`config.mk`:
```
export PLATFORM = sky130hd
export DESIGN_NAME = mem_port_arbiter
export DESIGN_NICKNAME = d
export VERILOG_FILES = /design/src/rtl/mem_arb_pkg.sv /design/src/rtl/mem_port_arbiter.sv
export SDC_FILE = /design/constraint.sdc
export NUM_CORES = 1
export LEC_CHECK = 0
export CAP_MARGIN = 20
export CORE_MARGIN = 8
export CORE_UTILIZATION = 34
export CTS_CLUSTER_DIAMETER = 150
export DETAILED_ROUTE_END_ITERATION = 10
export HOLD_SLACK_MARGIN = 0.05
export PLACE_DENSITY_LB_ADDON = 0.05
export SLEW_MARGIN = 20
export SYNTH_ARGS = -nofsm -noshare
export SYNTH_HDL_FRONTEND = slang
export SYNTH_SLANG_ARGS = --single-unit
```
`constraint.sdc`:
```
create_clock -name clk -period 2.3 [get_ports clk]
set_input_delay 0.23 -clock clk [delete_from_list [all_inputs] [get_ports clk]]
set_output_delay 0.23 -clock clk [all_outputs]
set_load 0.03 [all_outputs]
```
`src/rtl/mem_arb_pkg.sv`:
```
// Shared types and constants for the fetch/data memory port arbiter.
package mem_arb_pkg;

    typedef enum logic [1:0] {IDLE, BUSY_I, BUSY_D} arb_state_t;

    localparam logic [3:0] MASK_NONE = 4'b0000;

endpackage

```
`src/rtl/mem_port_arbiter.sv`:
```
// Purpose: shares one single-ported memory bus between fetch and data ports, one access in flight.
// Latency: grant cycle then ack cycle (2 minimum); done/rdata are combinational from mem_ack.
// Backpressure: requesters are stalled until their done pulse; optional timeout aborts a stuck access.
module mem_port_arbiter
    import mem_arb_pkg::*;
#(
    parameter int STARVE_LIMIT = 4,
    parameter int TIMEOUT      = 0
) (
    input  logic        clk,
    input  logic        reset,

    input  logic        i_req,
    input  logic [31:0] i_addr,
    output logic [31:0] i_rdata,
    output logic        i_done,
    output logic        i_stall,

    input  logic        d_req,
    input  logic        d_we,
    input  logic [31:0] d_addr,
    input  logic [31:0] d_wdata,
    input  logic [3:0]  d_wmask,
    output logic [31:0] d_rdata,
    output logic        d_done,
    output logic        d_stall,

    output logic        bus_err,

    output logic        mem_req,
    output logic        mem_we,
    output logic [31:0] mem_addr,
    output logic [31:0] mem_wdata,
    output logic [3:0]  mem_wmask,
    input  logic        mem_ack,
    input  logic [31:0] mem_rdata
);

    localparam int SW = $clog2(STARVE_LIMIT + 1);
    localparam int TW = (TIMEOUT > 1) ? $clog2(TIMEOUT) : 1;
    localparam logic [SW-1:0] STARVE_MAX = SW'(STARVE_LIMIT);
    localparam logic [TW-1:0] TMO_LAST   = TW'((TIMEOUT > 0) ? TIMEOUT - 1 : 0);
    localparam bit            TMO_EN     = (TIMEOUT != 0);

    arb_state_t    state;
    arb_state_t    state_nxt;
    logic [SW-1:0] starve_cnt;
    logic [TW-1:0] tmo_cnt;
    logic          busy;
    logic          grant_i;
    logic          grant_d;
    logic          tmo_hit;
    logic          finish;

    assign busy    = (state != IDLE);
    // Fetch wins a conflict only once data has won STARVE_LIMIT conflicts in a row.
    assign grant_i = !busy && i_req && (!d_req || (starve_cnt == STARVE_MAX));
    assign grant_d = !busy && d_req && !grant_i;
    assign tmo_hit = TMO_EN && busy && !mem_ack && (tmo_cnt == TMO_LAST);
    assign finish  = busy && (mem_ack || tmo_hit);

    always_ff @(posedge clk) begin
        if (reset) begin
            state <= IDLE;
        end else begin
            state <= state_nxt;
        end
    end

    always_comb begin
        state_nxt = state;
        case (state)
            IDLE: begin
                if (grant_i) begin
                    state_nxt = BUSY_I;
                end else if (grant_d) begin
                    state_nxt = BUSY_D;
                end
            end
            BUSY_I, BUSY_D: begin
                if (finish) begin
                    state_nxt = IDLE;
                end
            end
            default: state_nxt = IDLE;
        endcase
    end

    // A requester that dropped its request mid-access gets no done; reset abandons the access.
    always_comb begin
        mem_req = 1'b0;
        i_done  = 1'b0;
        d_done  = 1'b0;
        bus_err = 1'b0;
        i_rdata = '0;
        d_rdata = '0;
        case (state)
            BUSY_I: begin
                mem_req = 1'b1;
                if (finish && i_req && !reset) begin
                    i_done  = 1'b1;
                    bus_err = tmo_hit;
                    i_rdata = mem_ack ? mem_rdata : '0;
                end
            end
            BUSY_D: begin
                mem_req = 1'b1;
                if (finish && d_req && !reset) begin
                    d_done  = 1'b1;
                    bus_err = tmo_hit;
                    d_rdata = (mem_ack && !mem_we) ? mem_rdata : '0;
                end
            end
            default: mem_req = 1'b0;
        endcase
    end

    assign i_stall = i_req && !i_done;
    assign d_stall = d_req && !d_done;

    always_ff @(posedge clk) begin
        if (reset) begin
            mem_we     <= 1'b0;
            mem_addr   <= '0;
            mem_wdata  <= '0;
            mem_wmask  <= MASK_NONE;
            starve_cnt <= '0;
            tmo_cnt    <= '0;
        end else begin
            if (grant_i) begin
                mem_we     <= 1'b0;
                mem_addr   <= i_addr;
                mem_wdata  <= '0;
                mem_wmask  <= MASK_NONE;
                starve_cnt <= '0;
            end else if (grant_d) begin
                mem_we    <= d_we;
                mem_addr  <= d_addr;
                mem_wdata <= d_wdata;
                mem_wmask <= d_we ? d_wmask : MASK_NONE;
                if (i_req && (starve_cnt != STARVE_MAX)) begin
                    starve_cnt <= starve_cnt + 1'b1;
                end
            end
            if (!busy) begin
                tmo_cnt <= '0;
            end else if (tmo_cnt != TMO_LAST) begin
                tmo_cnt <= tmo_cnt + 1'b1;
            end
        end
    end

endmodule
```
==> impl_metrics.toml <==
[outcome]
status = "completed"

[power]
p_switching_mw = 1.65
p_per_area_nw_per_um2 = 638
pwr-share-seq = 0.360
ir_drop_uv = 419
p_total_mw = 4.33
leakage_nw = 2.64
switching_share = 0.382
p_comb_frac = 0.415
internal_power_mw = 2.67
pwr-share-clk = 0.225

[setup_path]
timing.rr.end = "mem_wdata[15]$_SDFFE_PP0P_"
crit_fanout = 9
cp-end-kind = "output pin"
arrival_ns = 1.95
reg2reg_depth = 5
r2r_start = "starve_cnt[0]$_SDFFE_PP0P_"
cp-start-kind = "register"
cp.required_ns = 2.07
r2r_slack_ns = 0.44
crit_type = "reg2out"

[finish]
final_cell_mix = "clkdlybuf4s50_1 (207), dfxtp_1 (74), buf_4 (72)"
drive_above_1_share = 0.178
final_cell_count_no_fill = 874
nets = 872
fin_area_um2 = 6780
syn_to_final_growth_pct = 82.3
mostFrequentLayoutCell = "clkdlybuf4s50_1"
n_antenna_cell = 0
utilization = 0.631

[grt]
overflow = 0
first_global_vias = 4218
grt.total_usage = 0.211
antenna_found_initial = 2
grt_pass1_wl_um = 24300
grt_max_degree = 65

[clocking]
cts_tree = "done"
clkLatencyLatePin_ns = 0.36
cts_buffers = 9
cts_max_level = 3
cts_buffer_depth = 2
clk_pin_slew_ns = 0.10
clockRootBuffer = "clkbuf_8"
cts_sinks = 74

[sta]
maxSlewHeadroom = 0.375
whs_ns = 0.423
fin_skew_ns = 0.0150
worstMarginPinSlew_ns = 0.937
fmax_mhz = 459
fin_crit_sh = 0.948
worst_slack_ns = 0.121
min_period_ns = 2.18
setup_viol = 0
fin_tns_setup_ns = 0
drv_slew = 0
rsz0062_at_grt = "false"
timing_hold_violations_final = 0

[logic_synthesis]
synth_nets = 613
synth_top_family_by_area = "simple AND/OR/NAND/NOR gates"
ys_ff_latch = 74
syn_inst = 470
synth_ff_type = "dfxtp_1"
muxShareOfSynthArea = 0.00303
yosysUniqueCellTypes = 37
syn_area_per_cell_um2 = 7.91
synth_adder_area_share = 0.0168
syn-cell-area_um2 = 3720
synth_compound_area_frac = 0.224
yosys.area_share.simple = 0.285
ys_seq_area_frac = 0.399
synth_warnings = 0
synth_xor_area_frac = 0.00236
synth_enable_flop_cells = 0
synthArstFlopShare = 0

[drt]
drc = 0
drtIter0Drc = 167
first_pass_iters = 4
drt-vias-per-instance = 4.92
routed_wl_um = 16300
num_vias = 4300
post_drt_wl_per_cell_um = 18.6
ant_nets = 0

[placed_design]
hpwl_um = 12700
dp_cells = 854
place_area_um2 = 6490
io_buffers = 275
place.gp.congestion = 0.832
pre_cts_ws_ns = 0.199

[die]
start_util = 0.346
ioPinCount = 277
die_w_um = 121
rows = 38
core_um2 = 10700
die_y_um = 121
die-area_um2 = 14500

[worst_hold_path]
hold_start = "d_wdata[26]"
holdPathStages = 3
min_to = "mem_wdata[26]$_SDFFE_PP0P_"
min_path_type = "in2reg"

[run]
drv_cap = 0
## area by class of cell
type	count	area (um^2)
Clock buffer	9	124
Clock inverter	7	70.1
Fill cell	964	3970
Inverter	7	26.3
Multi-Input combinational cell	343	2020
Sequential cell	74	1480
Tap cell	140	175
Timing Repair Buffer	294	2880
## what timing repair did
item | in CTS | in global routing
cloned | 2 | 1
gates resized for setup | 8 | 5
pin swaps | 1 | 1
endpoints found under the setup margin | 64 | 32
hold buffers | 0 | 0
setup buffers | 1 | 0
## power groups by stage
stage / clock, mW / sequential (mW) / combinational [mW]
6_report: 0.975 / 1.56 / 1.79
5_1_grt: 1.07 / 1.58 / 1.92
4_1_cts: 1.01 / 1.56 / 1.80
3_5_place_dp: 0 / 1.59 / 1.78
3_3_place_gp: 0 / 1.58 / 1.76
2_1_floorplan: 0 / 1.92 / 0.649
## cell usage after synthesis (4+ instances only)
cell / n / area share
a311oi_1: 32 / 0.075
clkbuf_1: 21 / 0.021
dfxtp_1: 74 / 0.40
a21oi_2: 20 / 0.047
a21oi_1: 20 / 0.027
nand2_1: 67 / 0.068
buf_2: 15 / 0.020
and2_1: 66 / 0.11
nor2_1: 35 / 0.035
ha_1: 5 / 0.017
nand4_1: 4 / 0.0067
inv_1: 7 / 0.0071
o21ai_0: 38 / 0.051
nand3_1: 35 / 0.047
## critical path, cell delays in order, from the launching register on
cell and delay [ns]:
dfxtp_1 0.34, inv_1 0.09, ha_4 0.19, nand2b_4 0.19, nor4_4 0.16, buf_6 0.17
buf_6 0.14, and2_1 0.19, buf_12 0.13
## worst max-delay path by stage
stage	from	to	slack (ns)	cells after the start
global placement	d_req	starve_cnt[0]$_SDFFE_PP0P_	0.24	4
CTS	state[0]$_SDFFE_PP0P_	i_rdata[18]	0.05	8
detailed placement	d_req	mem_wdata[15]$_SDFFE_PP0P_	0.20	4
finish	state[1]$_SDFFE_PP0P_	i_rdata[18]	0.12	8
global route	state[1]$_SDFFE_PP0P_	i_rdata[27]	0.02	8
floorplan	state[0]$_SDFFE_PP0P_	i_rdata[10]	0.31	6
## routing by layer
layer,GRT usage,up-vias,share of wire
li1,-,2138,-
met1,0.220,1958,0.38
met2,0.387,176,0.52
met3,0.0802,24,0.087
met4,0.0617,4,0.016
met5,0,-,0.0017
## registers in the layout (all words and copies together), names as in the netlist
register    cells
mem_wdata      32
mem_we          1
mem_addr       32
state           2
starve_cnt      3
mem_wmask       4
## cells by family after synthesis
| kind of cell | after synthesis |
|---|---|
| muxes | 1 |
| other | 1 |
| DFF | 74 |
| buffers and inverters | 53 |
| and+or+nand+nor | 216 |
| AOI/OAI and AO/OA | 119 |
| xor gates and xnor gates | 1 |
| adders and majority gates | 5 |
No activity file was read; power rests on OpenSTA's default activity.
==> edit 1: new RTL, same flow settings <==
The parameter `STARVE_LIMIT` goes from 4 to 8.
--- a/src/rtl/mem_port_arbiter.sv
+++ b/src/rtl/mem_port_arbiter.sv
@@ -4,7 +4,7 @@
 module mem_port_arbiter
     import mem_arb_pkg::*;
 #(
-    parameter int STARVE_LIMIT = 4,
+    parameter int STARVE_LIMIT = 8,
     parameter int TIMEOUT      = 0
 ) (
     input  logic        clk,
Function: changed (Yosys sat finds a counterexample within 10 cycles, from zero or initial values and one cycle with reset high).
==> edit 1 against the original RTL <==
Setup slack gained 0.015 ns; cell area grew 16%; power grew 16%; synthesized cell count grew 17%; wire length grew 17%; synthesized area grew 28%; first-iteration DRC count grew 86%; sequential cell count grew 1; critical path type unchanged.
==> edit 1: results <==
export IMPL_holdWs_ns=0.393
export IMPL_fmax_mhz=462
export IMPL_drive_above_1_share_pct=13.5
export IMPL_nNetsFinal=933
export IMPL_cts_clk_slew_worst_paths_ns=0.07
export IMPL_min_path_type="in2reg"
export IMPL_finalWirelength_microns=19000
export IMPL_grt_pass1_vias=5118
export IMPL_r2r_slack_ns=0.56
export IMPL_clock_latency_ns=0.35
export IMPL_dpl_cell_area_sq_um=7520
export IMPL_grt_usage_pct=20.2
export IMPL_ant_nets=0
export IMPL_fin_skew_ns=0.00821
export IMPL_cts_buffers=9
export IMPL_cts_root_buf="clkbuf_16"
export IMPL_cp_max_fo=33
export IMPL_synth_warnings=0
export IMPL_io_buffers=275
export IMPL_h_tree_depth=3
export IMPL_grt_first_pass_wirelength_microns=29100
export IMPL_peakVddDrop_v=0.000530
export IMPL_max_slew_worst_pin_slew_ns=0.837
export IMPL_first_iter_violations=310
export IMPL_synth_fa_ha_area_share_pct=1.31
export IMPL_cts_buffer_depth=2
export IMPL_outcome="completed"
export IMPL_arrival_ns=1.93
export IMPL_largestRegisters="mem_addr x32, mem_wdata x32"
export IMPL_setup_tns_ns=0
export IMPL_synth_compound_gate_area_share_pct=16.9
export IMPL_synth_area_leaders="dfxtp_1, mux2i_1, nand3b_1, and2_1, a211oi_1"
export IMPL_grt_max_degree=78
export IMPL_dp_hpwl_microns=14200
export IMPL_nFillCells=1265
export IMPL_synth_xor_area_share_pct=0
export IMPL_muxShareOfSynthArea_pct=13.4
export IMPL_synth_top_cells_by_count="dfxtp_1, and2_1, mux2i_1"
export IMPL_post_place_ws_ns=0.231
export IMPL_drt_wirelength_per_cell_microns=19.5
export IMPL_avgSynthCellArea_sq_um=8.68
export IMPL_seq_area_frac_synth_pct=31.5
export IMPL_syn_nets=693
export IMPL_antenna_found_initial=1
export IMPL_async_flop_share_pct=0
export IMPL_num_vias=5037
export IMPL_first_pass_iters=4
export IMPL_placed_cells=959
export IMPL_leakage_nw=3.34
export IMPL_postCtsSetupBuffers=0
export IMPL_gp_congestion=0.804
export IMPL_synthDistinctLibCells=38
edit 1: worst max-delay path, cell delays in order (launching register included):
cell and delay [ns]:
dfxtp_1 0.35, inv_1 0.09, ha_4 0.22, nor3b_2 0.17, and3_1 0.20, buf_8 0.19
and2_1 0.21, buf_12 0.13
edit 1: where the power goes:
| group | switching (mW) | total, mW | internal, mW |
|---|---|---|---|
| registers | 0.0941 | 1.56 | 1.47 |
| clock network | 0.654 | 1.53 | 0.873 |
| logic | 1.06 | 1.91 | 0.854 |
edit 1: what timing repair did:
item | in CTS | in global routing
hold buffers | 0 | 0
setup endpoints to repair | 1 | 33
resized for setup | 1 | 3
edit 1: path summary, 6_finish.rpt:
path,from,to,depth (start not counted)
max,state[0]$_SDFFE_PP0P_,i_rdata[6],7
min reg2reg,mem_wmask[3]$_SDFFE_PP0P_,mem_wmask[3]$_SDFFE_PP0P_,2
min,i_req,state[1]$_SDFFE_PP0P_,3
max reg2reg,starve_cnt[0]$_SDFFE_PP0P_,mem_addr[13]$_SDFFE_PP0P_,6
edit 1: area by class of cell:
type                            count  area (sq um)  share of cell area [%]
Inverter                            4          15.0                   0.191
Antenna cell                        1          2.50                  0.0319
Tap cell                          180           225                    2.87
Clock buffer                        9           225                    2.87
Multi-Input combinational cell    410          3000                    38.2
Clock inverter                      7          93.8                    1.20
Timing Repair Buffer              290          2790                    35.6
Sequential cell                    75          1500                    19.1
edit 1: cells by family after synthesis:
logic type               Yosys count
AND/OR/NAND/NOR                  226
other                              1
flip-flops                        75
adder cells (fa/ha/maj)            5
AO/OA/AOI/OAI                    114
multiplexers                      64
buffers and inverters             65
edit 1: per-layer routing:
metal | GRT usage, % | vias up | routed length, microns
met5 | 0 | - | 0
met4 | 5.55 | 0 | 367
met3 | 7.47 | 22 | 1540
met2 | 34.8 | 184 | 9400
met1 | 22.9 | 2368 | 7690
li1 | - | 2463 | -
==> edit 2: new RTL, config.mk and constraints unchanged <==
Without the edit above. Encoding of `arb_state_t`: now one-hot (3 bits for 3 states).
--- a/src/rtl/mem_arb_pkg.sv
+++ b/src/rtl/mem_arb_pkg.sv
@@ -1,7 +1,7 @@
 // Shared types and constants for the fetch/data memory port arbiter.
 package mem_arb_pkg;
 
-    typedef enum logic [1:0] {IDLE, BUSY_I, BUSY_D} arb_state_t;
+    typedef enum logic [2:0] {IDLE = 3'b001, BUSY_I = 3'b010, BUSY_D = 3'b100} arb_state_t;
 
     localparam logic [3:0] MASK_NONE = 4'b0000;
 
Formal check against the unedited RTL: same outputs for any inputs over 10 cycles, from zero or initial values and one cycle with reset high; not proved beyond that.
==> edit 2 against the original RTL <==
Power is 12% lower; wire length is 14% lower; cell area is 4.4% lower; critical endpoint is now d_rdata[18]; sequential cell count is 1 higher; synthesized area is 8.8% lower; count of clock-buffer cells in the layout stayed put; non-clock buffer count stayed put; first-iteration DRC count is 20% higher; final cell count is 4.3% lower; setup slack worse by 0.031 ns; combinational power is 34% lower.
==> edit 2: results <==
export IMPL_synth_area_leaders="dfxtp_1, and2_1, nand2_1, a221oi_1, a21oi_1"
export IMPL_dp_hpwl_microns=11200
export IMPL_drive_above_1_share_pct=15.9
export IMPL_outcome="completed"
export IMPL_antenna_found_initial=0
export IMPL_nNetsFinal=838
export IMPL_cp_max_fo=14
export IMPL_synth_top_cells_by_count="nand2_1, dfxtp_1, and2_1"
export IMPL_critPathMaxStageDelay_ns=0.40
export IMPL_viasPerCell=4.76
export IMPL_leakage_nw=2.60
export IMPL_finalWirelength_microns=14100
export IMPL_post_place_ws_ns=0.191
export IMPL_first_iter_violations=201
export IMPL_syn_nets=570
export IMPL_largestRegisters="mem_addr x32, mem_wdata x32, mem_wmask x4"
export IMPL_cp_slowest_cell="or3b_4"
export IMPL_postCtsSetupBuffers=0
export IMPL_num_vias=3982
export IMPL_peakVddDrop_v=0.000321
export IMPL_placed_cells=818
export IMPL_grt_first_pass_wirelength_microns=21200
export IMPL_grt_usage_pct=20.2
export IMPL_syn_inst=430
export IMPL_gp_congestion=0.810
export IMPL_first_pass_iters=4
export IMPL_cts_buffer_depth=2
export IMPL_cts_resized=1
export IMPL_dpl_cell_area_sq_um=6220
export IMPL_grt_max_degree=39
export IMPL_synthDistinctLibCells=35
export IMPL_path_delay_family="simple AND/OR/NAND/NOR gates"
export IMPL_swShare_pct=31.4
export IMPL_nFillCells=849
export IMPL_fin_skew_ns=0.0132
export IMPL_seq_area_frac_synth_pct=44.3
export IMPL_cts_clk_slew_worst_paths_ns=0.08
export IMPL_arrival_ns=1.98
-- edit 2: routing by layer --
layer / vias up / track usage, % / share of wire [%]
met4: 0 / 5.45 / 1.3
met3: 16 / 7.92 / 8.6
li1: 1995 / - / -
met1: 1832 / 21.1 / 39
met5: - / 0 / 0
met2: 139 / 36.6 / 51
-- edit 2: logic make-up (layout without fill, tap and decap cells) --
logic type	count (synthesis)	after routing	synth area share, %
buffers and inverters	39	312	5.06
AO/OA/AOI/OAI	79	79	15.5
adder cells (fa/ha/maj)	2	2	0.738
AND/OR/NAND/NOR	232	232	33.8
flip-flops	75	75	44.3
other	1	1	0.111
XOR/XNOR	2	2	0.517
-- edit 2: cell type report --
class                           instances  area [sq um]  area share (%)
Clock buffer                            9           124            1.91
Clock inverter                          7          96.3            1.49
Inverter                                2          7.51           0.116
Multi-Input combinational cell        316          1740            26.8
Sequential cell                        75          1500            23.2
Tap cell                              133           166            2.57
Timing Repair Buffer                  294          2850            43.9
-- edit 2: path summary, 6_finish.rpt --
check                                                start                    endpoint  slack (ns)  cells after the start
worst max-delay path                 state[0]$_SDFFE_PP1P_                 d_rdata[18]        0.09                      6
worst min register to register  mem_wdata[10]$_SDFFE_PP0P_  mem_wdata[10]$_SDFFE_PP0P_        0.45                      2
worst max register to register       state[2]$_SDFFE_PP0P_  mem_wdata[19]$_SDFFE_PP0P_        0.38                      7
worst min-delay path                           d_wdata[23]  mem_wdata[23]$_SDFFE_PP0P_        0.42                      3
-- edit 2: power groups by stage --
stage | sequential [mW] | combinational [mW] | clock [mW]
6_report | 1.49 | 1.19 | 1.12
2_1_floorplan | 1.75 | 0.355 | 0
3_5_place_dp | 1.52 | 1.20 | 0
5_1_grt | 1.51 | 1.28 | 1.21
4_1_cts | 1.49 | 1.20 | 1.16
3_3_place_gp | 1.51 | 1.18 | 0
